## src/rtl/uart_frame_rx.sv

```systemverilog
// Parser for the 4-byte frame-counter packet (HEADER, count[15:8], count[7:0], TRAILER)
// arriving on the debug UART byte stream; presents the count on a valid/ack handshake.
module uart_frame_rx #(
    parameter logic [7:0] HEADER         = 8'hAA,
    parameter logic [7:0] TRAILER        = 8'h55,
    parameter int          TIMEOUT_CYCLES = 1024
) (
    input  logic        clk,
    input  logic        rst,
    input  logic [7:0]  rx_data,
    input  logic        rx_data_valid,
    output logic [15:0] frame_count,
    output logic        frame_count_valid,
    input  logic        frame_count_ack,
    output logic [7:0]  frame_err_count,
    output logic [7:0]  overrun_count
);

    localparam int TW = $clog2(TIMEOUT_CYCLES + 1);
    localparam logic [TW-1:0] TMO_LAST = TW'(TIMEOUT_CYCLES - 1);

    typedef enum logic [1:0] {HUNT, HI, LO, TRAIL} state_t;

    state_t        state, state_next;
    logic [TW-1:0] tmo_cnt;
    logic [7:0]    hi_byte, lo_byte;
    logic          take_hi, take_lo, complete, frame_err, timeout;

    // NOTE: every signal written here gets a default first, so no path leaves it unassigned (no latch).
    always_comb begin
        state_next = state;
        take_hi    = 1'b0;
        take_lo    = 1'b0;
        complete   = 1'b0;
        frame_err  = 1'b0;
        timeout    = 1'b0;
        case (state)
            HUNT:  if (rx_data_valid && rx_data == HEADER) state_next = HI;
            HI:    if (rx_data_valid) begin take_hi = 1'b1; state_next = LO; end
            LO:    if (rx_data_valid) begin take_lo = 1'b1; state_next = TRAIL; end
            TRAIL: if (rx_data_valid) begin
                if (rx_data == TRAILER) begin
                    complete   = 1'b1;
                    state_next = HUNT;
                end else begin
                    frame_err  = 1'b1;
                    state_next = (rx_data == HEADER) ? HI : HUNT;
                end
            end
            default: state_next = HUNT;
        endcase
        // A byte in the expiry cycle wins, so only idle cycles can time out.
        if (state != HUNT && !rx_data_valid && tmo_cnt == TMO_LAST) begin
            timeout    = 1'b1;
            frame_err  = 1'b1;
            state_next = HUNT;
        end
    end

    // NOTE: sequential state uses non-blocking assignments so all registers update from pre-edge values.
    always_ff @(posedge clk or negedge rst) begin
        if (!rst) begin
            state   <= HUNT;
            tmo_cnt <= '0;
            hi_byte <= '0;
            lo_byte <= '0;
        end else begin
            state <= state_next;
            if (state == HUNT || rx_data_valid || timeout) tmo_cnt <= '0;
            else                                           tmo_cnt <= tmo_cnt + TW'(1);
            if (take_hi) hi_byte <= rx_data;
            if (take_lo) lo_byte <= rx_data;
        end
    end

    always_ff @(posedge clk or negedge rst) begin
        if (!rst) begin
            frame_count       <= '0;
            frame_count_valid <= 1'b0;
            frame_err_count   <= '0;
            overrun_count     <= '0;
        end else begin
            if (complete && (!frame_count_valid || frame_count_ack)) begin
                frame_count       <= {hi_byte, lo_byte};
                frame_count_valid <= 1'b1;
            end else if (complete) begin
                if (overrun_count != 8'hFF) overrun_count <= overrun_count + 8'd1;
            end else if (frame_count_valid && frame_count_ack) begin
                frame_count_valid <= 1'b0;
            end
            if (frame_err && frame_err_count != 8'hFF) frame_err_count <= frame_err_count + 8'd1;
        end
    end

endmodule

```

## config.mk

```make
export PLATFORM = sky130hd
export DESIGN_NAME = uart_frame_rx
export DESIGN_NICKNAME = d
export VERILOG_FILES = /design/src/rtl/uart_frame_rx.sv
export SDC_FILE = /design/constraint.sdc
export NUM_CORES = 1
export LEC_CHECK = 0
export ABC_AREA = 1
export BUFFER_PORTS_ARGS = -buffer_cell sky130_fd_sc_hd__buf_2
export CORE_ASPECT_RATIO = 0.9
export CORE_MARGIN = 10
export CORE_UTILIZATION = 48
export CTS_CLUSTER_DIAMETER = 120
export CTS_CLUSTER_SIZE = 16
export DETAILED_ROUTE_END_ITERATION = 6
export PLACE_DENSITY = 0.72
export SYNTH_ARGS = -nofsm -noshare
export SYNTH_HDL_FRONTEND = slang
export SYNTH_SLANG_ARGS = --single-unit
```

## constraint.sdc

```tcl
create_clock -name clk -period 1.4 [get_ports clk]
set_input_delay 0.42 -clock clk [delete_from_list [all_inputs] [get_ports clk]]
set_output_delay 0.42 -clock clk [all_outputs]
set_load 0.01 [all_outputs]
```

==> out/results.txt, run 1 <==
Switching Fraction -> 0.342
depth of the most critical reg-to-reg path -> 9
share of cells above drive strength 1 -> 0.366
Slew Viols, Final -> 0
Layout Nets -> 478
sequential area share after synthesis -> 0.504
Initial Util -> 0.498
CP peak stage delay -> 480 ps
DP HPWL -> 5180 microns
setup TNS -> -41.1 ps
Tmin final -> 1440 ps
Avg Inst Size Synth -> 8.55 sq um
number of global-route vias before repair -> 2796
Setup WS post-layout -> -36.1 ps
tightest hold margin -> 380 ps
die width -> 104 microns
final core occ -> 0.678
CP max FO -> 5
P_sw -> 1860 uW
Seq cells post-synth -> 62
final setup fails -> 2
min-delay worst type -> in -> reg
CP startpoint kind -> register
Port Buffers -> 44
DR pass1 iterations -> 4
FILL cells -> 502
Buf+Inv Stages, Crit Path -> 1
diode count -> 0
Final Hold Viols -> 0
Max clock buf depth -> 2
initial antenna violation count -> 0
Worst-Margin Slew -> 304 ps
root buf cell -> clkbuf_8
Comb power frac -> 0.297
number of H-tree levels -> 3
average routed wire per standard cell -> 13.8 microns
Synth Net Count -> 379
drt drc -> 0
Routed Antenna Nets -> 0
Via-to-Cell Ratio -> 4.92
yosys warns -> 0
Area Overhead vs Synth -> 36.3%
crit-path cells -> buf_2
part of the power in registers -> 0.434
die height -> 96.0 microns
Worst setup EP type -> primary output
gr ovfl total -> 0
Cells after Synth -> 360
Slew Limit Headroom -> 0.798
R2R Path Start -> state[0]
die area -> 10000 sq um
WP data required -> 980 ps
failing checks -> negative setup slack
overall fraction of global-route tracks in use -> 0.153
Power Internal -> 3570 uW
total CTS buffers -> 9
R2R Setup Slk -> 0 ps
Clock power frac -> 0.269
Reg clk slew, reported paths -> 80 ps
Final Wtd Congestion -> 0.811
reg2reg end -> frame_err_count[5]
CTS tree -> yes
# rows -> 27
Worst-Skew Late Latency -> 350 ps
largest net degree at the start of global routing -> 58
I/O Pins -> 45
Final period util -> 1.03
number of max-cap violations -> 0
Cell variety after synth -> 28
pwr dens -> 1290 nW/um^2
skew final -> 7.21 ps
max frequency -> 0.696 GHz
core area -> 6180 sq um
Hold Path Origin -> rx_data[6]
Leak -> 0.00216 uW
CP arrival -> 1020 ps
1st-iter DRT viols -> 131
vias -> 2709
Worst path top cell family by delay -> flip-flops
Worst Hold End -> lo_byte[6]
Max VDD drop -> 0.811 mV
WS Path Type -> reg -> out
first-pass GRT wire length -> 12400 microns
Hold Path Depth -> 3
outcome -> finished with violations
unrepaired setup endpoints after global routing -> true
Crit-path slowest cell -> dfrtp_1
post-synthesis cell area -> 3080 sq um
clock sink total -> 62
pre-CTS setup slack -> -123 ps
final WL -> 7580 microns
==> worst reg2reg max path: cells and delay by family (launching register included) <==
kind,cells,cell delay (ps)
and+or+nand+nor,5,340
DFF,1,450
buffers and inverters,3,320
adders and majority gates,1,180
==> synthesized netlist by cell type <==
library cell  instances  area, sq um
nor3_1                5         25.0
o21ai_0              17         85.1
buf_4                 1         7.51
buf_6                 3         33.8
nand2_1             119          447
nand3_4               1         17.5
a21oi_1               3         15.0
nor3_2                1         10.0
nor2_1               22         82.6
xnor2_1               5         43.8
ha_1                  7         87.6
inv_1                28          105
nand3b_1              3         22.5
clkbuf_1              2         7.51
nand4_2               1         12.5
buf_12                1         20.0
nand3_1              35          175
dfrtp_1              62         1550
nor2_4                4         45.0
nand2_4               4         45.0
inv_2                 4         15.0
buf_2                 1         5.00
nand4_1              13         81.3
nor2_2                3         18.8
nand3_2               2         20.0
xor2_1                7         61.3
nand2_2               5         31.3
a31oi_1               1         6.26
==> metal layers <==
| layer | wire length, microns | GRT usage | vias up |
|---|---|---|---|
| li1 | - | - | 1367 |
| met1 | 3270 | 0.169 | 1289 |
| met2 | 3870 | 0.266 | 44 |
| met3 | 308 | 0.0454 | 9 |
| met4 | 138 | 0.0787 | 0 |
| met5 | 0 | 0 | - |
==> layout by cell type (no fill, tap or decap), types with 4 or more instances in the layout <==
cell / count
nand2_4: 5
nor2_2: 5
dfrtp_1: 55
dfrtp_2: 7
nand2_1: 114
nand2_2: 9
buf_4: 39
nor2_4: 7
nand3_4: 4
xor2_1: 7
buf_6: 13
nand4_1: 13
inv_2: 8
inv_1: 24
ha_4: 4
nor2_1: 17
xnor2_1: 5
o21ai_0: 15
clkbuf_8: 9
buf_2: 38
nand3_1: 32
==> sequential cells by signal (all words and copies together) (netlist names) <==
register,cells
lo_byte,8
tmo_cnt,11
frame_count,16
frame_err_count,8
frame_count_valid,1
hi_byte,8
overrun_count,8
state,2
==> final cells by class <==
cell class              count  area, sq um  share of cell area
inverters                  32          120              0.0286
well taps                  87          109              0.0260
multi-input cells         260         1530               0.364
clock buffers               9          124              0.0295
flip-flops and latches     62         1560               0.372
clock inverters             7         56.3              0.0134
repair buffers             94          699               0.167
==> metrics by stage <==
step	area [sq um]	power (uW)	cells
2_1_floorplan	3080	3030	360
3_3_place_gp	3660	3590	521
3_5_place_dp	3660	3660	521
4_1_cts	3980	5270	543
5_1_grt	4190	5780	551
6_report	4190	5430	551
==> kinds of logic after synthesis <==
logic type / count (synthesis) / synth area share
simple gates: 218 / 0.336
flops: 62 / 0.504
buf+inv: 40 / 0.0630
compound gates: 21 / 0.0346
xor+xnor: 12 / 0.0341
fa+ha+maj: 7 / 0.0285
==> power by group through the flow <==
stage	combinational, uW	clock [uW]	sequential [uW]
after global placement	1260	0	2330
after floorplan	681	0	2350
after CTS	1420	1500	2340
final	1610	1460	2350
after detailed placement	1310	0	2350
after global routing	1820	1570	2390
==> how the worst max path moves through the flow <==
stage | endpoint | start | cells after the start
2_1_floorplan | frame_err_count[6] | state[0] | 8
3_3_place_gp | overrun_count[1] | rx_data[7] | 9
3_5_place_dp | frame_count[12] | rx_data[1] | 9
4_1_cts | frame_err_count[1] | frame_err_count[1] | 2
5_1_grt | frame_err_count[3] | frame_err_count[3] | 1
6_report | frame_err_count[3] | frame_err_count[3] | 1
==> repair_timing <==
item / 4_1_cts / 5_1_grt
endpoints found under the setup margin: 34 / 42
cloned: 1 / 1
resized for setup: 20 / 42
buffers inserted: 5 / 7
hold buffers: 1 / 0
endpoints found under the hold margin: 5 / 0
pin swaps: 3 / 8
No activity file was read; power rests on OpenSTA's default activity.
==> run 2: changes to the inputs <==
--- a/config.mk
+++ b/config.mk
@@ -13,6 +13,7 @@
 export CTS_CLUSTER_DIAMETER = 120
 export CTS_CLUSTER_SIZE = 16
 export DETAILED_ROUTE_END_ITERATION = 6
+export GPL_TIMING_DRIVEN = 0
 export PLACE_DENSITY = 0.72
 export SYNTH_ARGS = -nofsm -noshare
 export SYNTH_HDL_FRONTEND = slang
==> run 2 against run 1 <==
The run still ends with negative setup slack left. Final cell count fell by 5.1%. Register-to-register slack hardly changed. Wire length shrank 6.6%. Setup slack better by 31 ps. Largest cell class unchanged. Die area unchanged. Sequential share of layout area grew 2.1 points.
==> out/results.txt, run 2 (synthesis gave the netlist of run 1 again) <==
Leak -> 0.00207 uW
P_sw -> 1760 uW
final WL -> 7080 microns
outcome -> finished with violations
CTS tree -> yes
Worst-Margin Slew -> 765 ps
vias -> 2569
non-filler cells, final -> 523
CP arrival -> 1680 ps
clock sink total -> 62
tightest hold margin -> 155 ps
min-delay worst type -> in -> async
WS Path Type -> reg -> reg
Post-Place Cells -> 490
Via-to-Cell Ratio -> 4.91
post-layout instance area -> 3970 sq um
Comb power frac -> 0.245
core area -> 6180 sq um
largest register by flop count -> frame_count
Max VDD drop -> 1.00 mV
failing checks -> negative setup slack
die height -> 96.0 microns
die width -> 104 microns
gr ovfl total -> 0
cts hold-fix bufs -> 0
commonest non-fill, non-tap cells in the layout -> nand2_1 (110), dfrtp_1 (55), buf_2 (41), nand3_1 (32), inv_1 (24)
reg2reg end -> frame_err_count[0]
R2R Setup Slk -> -5 ps
grt peak-use layer -> met2
pwr dens -> 1390 nW/um^2
Max clock buf depth -> 2
unrepaired setup endpoints after global routing -> true
met3 Resource Use GR -> 0.0494
root buf cell -> clkbuf_8
setup TNS -> -4.80 ps
Final Hold Viols -> 0
Layout Nets -> 450
depth of the most critical reg-to-reg path -> 8
I/O Pins -> 45
average routed wire per standard cell -> 13.5 microns
DR pass1 iterations -> 4
Worst setup EP type -> register
Final period util -> 1.00
GRT met1 Usage -> 0.165
WP data required -> 1680 ps
1st-iter DRT viols -> 121
Tmin final -> 1400 ps
max FFs per register -> 16
number of global-route vias before repair -> 2624
Reg clk slew, reported paths -> 80 ps
DP HPWL -> 4660 microns
Final Wtd Congestion -> 0.774
Area Overhead vs Synth -> 29.1%
overall fraction of global-route tracks in use -> 0.143
max frequency -> 0.712 GHz
CP startpoint kind -> register
drt drc -> 0
Initial Util -> 0.498
number of max-cap violations -> 0
final core occ -> 0.643
crit path to -> frame_err_count[0]
DP Area -> 3410 sq um
commonest non-fill, non-tap cell in the layout -> nand2_1
total CTS buffers -> 9
Routed Antenna Nets -> 0
Setup WS post-layout -> -4.80 ps
CP Launch Point -> state[1]
grt met2 use -> 0.247
Switching Fraction -> 0.319
Port Buffers -> 43
R2R Path Start -> state[1]
first-pass GRT wire length -> 11900 microns
number of H-tree levels -> 3
diode count -> 0
Clock power frac -> 0.322
skew final -> 8.32 ps
Slew Limit Headroom -> 0.490
Worst-Skew Late Latency -> 340 ps
part of the power in registers -> 0.432
largest net degree at the start of global routing -> 63
CP max FO -> 4
biggest regs -> frame_count (16), tmo_cnt (11)
Power Internal -> 3760 uW
Slew Viols, Final -> 0
final setup fails -> 1
initial antenna violation count -> 0
die area -> 10000 sq um
share of cells above drive strength 1 -> 0.323
# rows -> 27
run 2: worst min-delay path by stage:
stage,end,startpoint,cells after the start
floorplan,frame_count[0],rst,0
global route,frame_count[8],rst,1
detailed placement,frame_count[13],frame_count[13],2
finish,hi_byte[5],rst,1
global placement,frame_count[6],frame_count[6],2
CTS,frame_count[8],rst,1
run 2: through the flow:
| stage | setup WS [ps] | total power, uW |
|---|---|---|
| final | -4.80 | 5520 |
| after global routing | -90.7 | 5900 |
| after CTS | -51.0 | 5320 |
| after detailed placement | -287 | 3340 |
| after global placement | -273 | 3290 |
| after floorplan | 15.2 | 3030 |
run 2: per-layer routing:
layer	share of wire	vias up
li1	-	1300
met1	0.44	1214
met2	0.50	45
met3	0.049	10
met4	0.012	0
met5	0	-
run 2: final cells by class:
type | count | area (sq um)
multi-input combinational | 259 | 1510
fill | 512 | 2210
sequential | 62 | 1560
inverter | 32 | 123
clock inverter | 7 | 103
clock buffer | 9 | 124
tap | 87 | 109
timing repair buffer | 60 | 368
buffer | 7 | 80.1
run 2: worst max-delay path, cell delays in order (launching register included):
cell	delay, ps
dfrtp_2	430
inv_2	70
ha_4	170
nor2_4	110
nand4_4	160
nand2_4	150
buf_12	110
nand3b_1	80
nand2_1	70
run 2: power groups by stage:
stage               registers (uW)  logic (uW)  clock network [uW]
floorplan                     2350         681                   0
global placement              2360         931                   0
detailed placement            2380         962                   0
CTS                           2330        1160                1830
global route                  2430        1570                1900
finish                        2390        1360                1780
run 2: repair_timing:
| item | 4_1_cts | 5_1_grt |
|---|---|---|
| pin swaps | 2 | 12 |
| cloned | 1 | 1 |
| setup endpoints to repair | 48 | 55 |
| gates resized for setup | 18 | 39 |
| buffers inserted | 7 | 9 |
==> run 3: changes to the inputs <==
--- a/config.mk
+++ b/config.mk
@@ -15,6 +15,7 @@
 export DETAILED_ROUTE_END_ITERATION = 6
 export GPL_TIMING_DRIVEN = 0
 export PLACE_DENSITY = 0.72
+export SETUP_SLACK_MARGIN = 0.1
 export SYNTH_ARGS = -nofsm -noshare
 export SYNTH_HDL_FRONTEND = slang
 export SYNTH_SLANG_ARGS = --single-unit
==> constraint.sdc (replaced) <==
create_clock -name clk -period 1.4 [get_ports clk]
set_input_delay 0.07 -clock clk [delete_from_list [all_inputs] [get_ports clk]]
set_output_delay 0.07 -clock clk [all_outputs]
set_load 0.01 [all_outputs]
==> run 3 against run 2 <==
The flow now finishes without violations. Setup slack improved by 15 ps. Highest routed layer unchanged. First-iteration DRC count increased by 20%. Power grew 5.0%. Via count is 3.8% higher. Die area is the same.
==> out/results.txt, run 3 (synthesis gave the netlist of run 1 again) <==
number of max-cap violations -> 0
Worst-Margin Slew -> 781 ps
number of H-tree levels -> 3
R2R Path Start -> state[0]
FILL cells -> 500
CP max FO -> 8
cell depth of the worst setup path -> 8
DR pass1 iterations -> 4
biggest regs -> frame_count (16), tmo_cnt (11)
die width -> 104 microns
overall fraction of global-route tracks in use -> 0.149
final WL -> 7570 microns
Worst setup EP type -> register
max frequency -> 0.720 GHz
Slew Viols, Final -> 0
Routed Antenna Nets -> 0
drt drc -> 0
Multi-input gate area -> 1630 sq um
reg2reg end -> frame_err_count[1]
Hold Path Origin -> rx_data[5]
core area -> 6180 sq um
share of cells above drive strength 1 -> 0.381
largest register by flop count -> frame_count
gr ovfl total -> 0
unrepaired setup endpoints after global routing -> true
WS Path Type -> reg -> reg
I/O Pins -> 45
commonest non-fill, non-tap cell in the layout -> nand2_1
crit path to -> frame_err_count[1]
vias -> 2667
total CTS buffers -> 9
register area -> 1560 sq um
Worst-Skew Late Latency -> 350 ps
# rows -> 27
Worst path top cell family by delay -> simple AND/OR/NAND/NOR gates
Layout Nets -> 463
Port Buffers -> 43
skew final -> 8.39 ps
Leak -> 0.00215 uW
final setup fails -> 0
R2R Setup Slk -> 10 ps
Buf+Inv Stages, Crit Path -> 1
initial antenna violation count -> 0
1st-iter DRT viols -> 145
root buf cell -> clkbuf_8
Initial Util -> 0.498
depth of the most critical reg-to-reg path -> 8
Final Hold Viols -> 0
Slew Limit Headroom -> 0.480
Final period util -> 0.992
commonest non-fill, non-tap cells in the layout -> nand2_1 (110), dfrtp_1 (59), buf_2 (43), inv_1 (24)
max FFs per register -> 16
CP Launch Point -> state[0]
Final Wtd Congestion -> 0.829
pre-CTS setup slack -> -150 ps
WP data required -> 1640 ps
outcome -> completed
tightest hold margin -> 13.7 ps
number of global-route vias before repair -> 2656
Via-to-Cell Ratio -> 4.98
pwr dens -> 1370 nW/um^2
CP startpoint kind -> register
average routed wire per standard cell -> 14.1 microns
total power -> 5800 uW
diode count -> 0
CTS tree -> yes
Max clock buf depth -> 2
Setup WS post-layout -> 10.5 ps
Crit-path slowest cell -> dfrtp_2
die area -> 10000 sq um
CP arrival -> 1630 ps
setup TNS -> 0 ps
clock sink total -> 62
die height -> 96.0 microns
Max VDD drop -> 0.950 mV
min-delay worst type -> in -> reg
first-pass GRT wire length -> 12100 microns
Reg clk slew, reported paths -> 80 ps
largest net degree at the start of global routing -> 63
Area Overhead vs Synth -> 37.7%
crit-path cells -> inv_2, ha_4, nor2_4, nand4_4, nand2_4, nand2_8, nand2_2, nand2_1
Tmin final -> 1390 ps
CP peak stage delay -> 430 ps
DP HPWL -> 4840 microns
## run 3: changes by cell type in the layout (fill, tap and decap cells not counted), moves of 3 or more
cell     change
nand3_1      -9
nor2_1       -9
nor2_2       +9
nand3_2      +8
buf_4        +5
dfrtp_1      +4
dfrtp_2      -4
nand2_2      -3
nand2_4      +3
## run 3: how the worst min path moves through the flow
stage,to,depth (start not counted),slack (ps)
6_report,hi_byte[5],3,10
5_1_grt,hi_byte[1],3,10
4_1_cts,hi_byte[5],3,10
3_5_place_dp,hi_byte[5],3,390
3_3_place_gp,lo_byte[7],3,380
2_1_floorplan,frame_count[0],0,-230
## run 3: worst min-delay path: cells and delay by family
family	cells	cell delay, ps
AO/OA/AOI/OAI	1	80
buffers and inverters	2	180
## run 3: layer usage
metal  vias up  wire length, microns  GRT usage
met5         -                     0          0
met4         0                   130     0.0498
met3        15                   427     0.0601
met2        61                  3770      0.255
met1      1252                  3230      0.168
li1       1339                     -          -
## run 3: area by class of cell
class,instances,share of cell area
buffer,8,0.0233
clock buffer,10,0.0325
clock inverter,6,0.0218
inverter,32,0.0295
multi-input combinational,259,0.385
sequential,62,0.367
tap,87,0.0257
timing repair buffer,72,0.115
## run 3: power breakdown
group          internal (uW)  switching (uW)  total (uW)
registers               2120             283        2400
logic                    736             840        1580
clock network           1060             761        1820
## run 3: per-stage QoR
| stage | util | instance area, sq um | instances |
|---|---|---|---|
| after CTS | 0.632 | 3910 | 523 |
| final | 0.685 | 4240 | 536 |
| after floorplan | - | 3160 | 360 |
| after global routing | 0.685 | 4240 | 536 |
| after global placement | 0.564 | 3490 | 490 |
| after detailed placement | 0.564 | 3490 | 490 |
## run 3: what timing repair did
action                                  4_1_cts  5_1_grt
hold endpoints to repair                      0       62
pin swaps                                     7       29
gates cloned                                  1        3
gates resized for setup                      17       54
hold buffers                                  0        1
endpoints found under the setup margin       54       49
setup buffers                                16        9
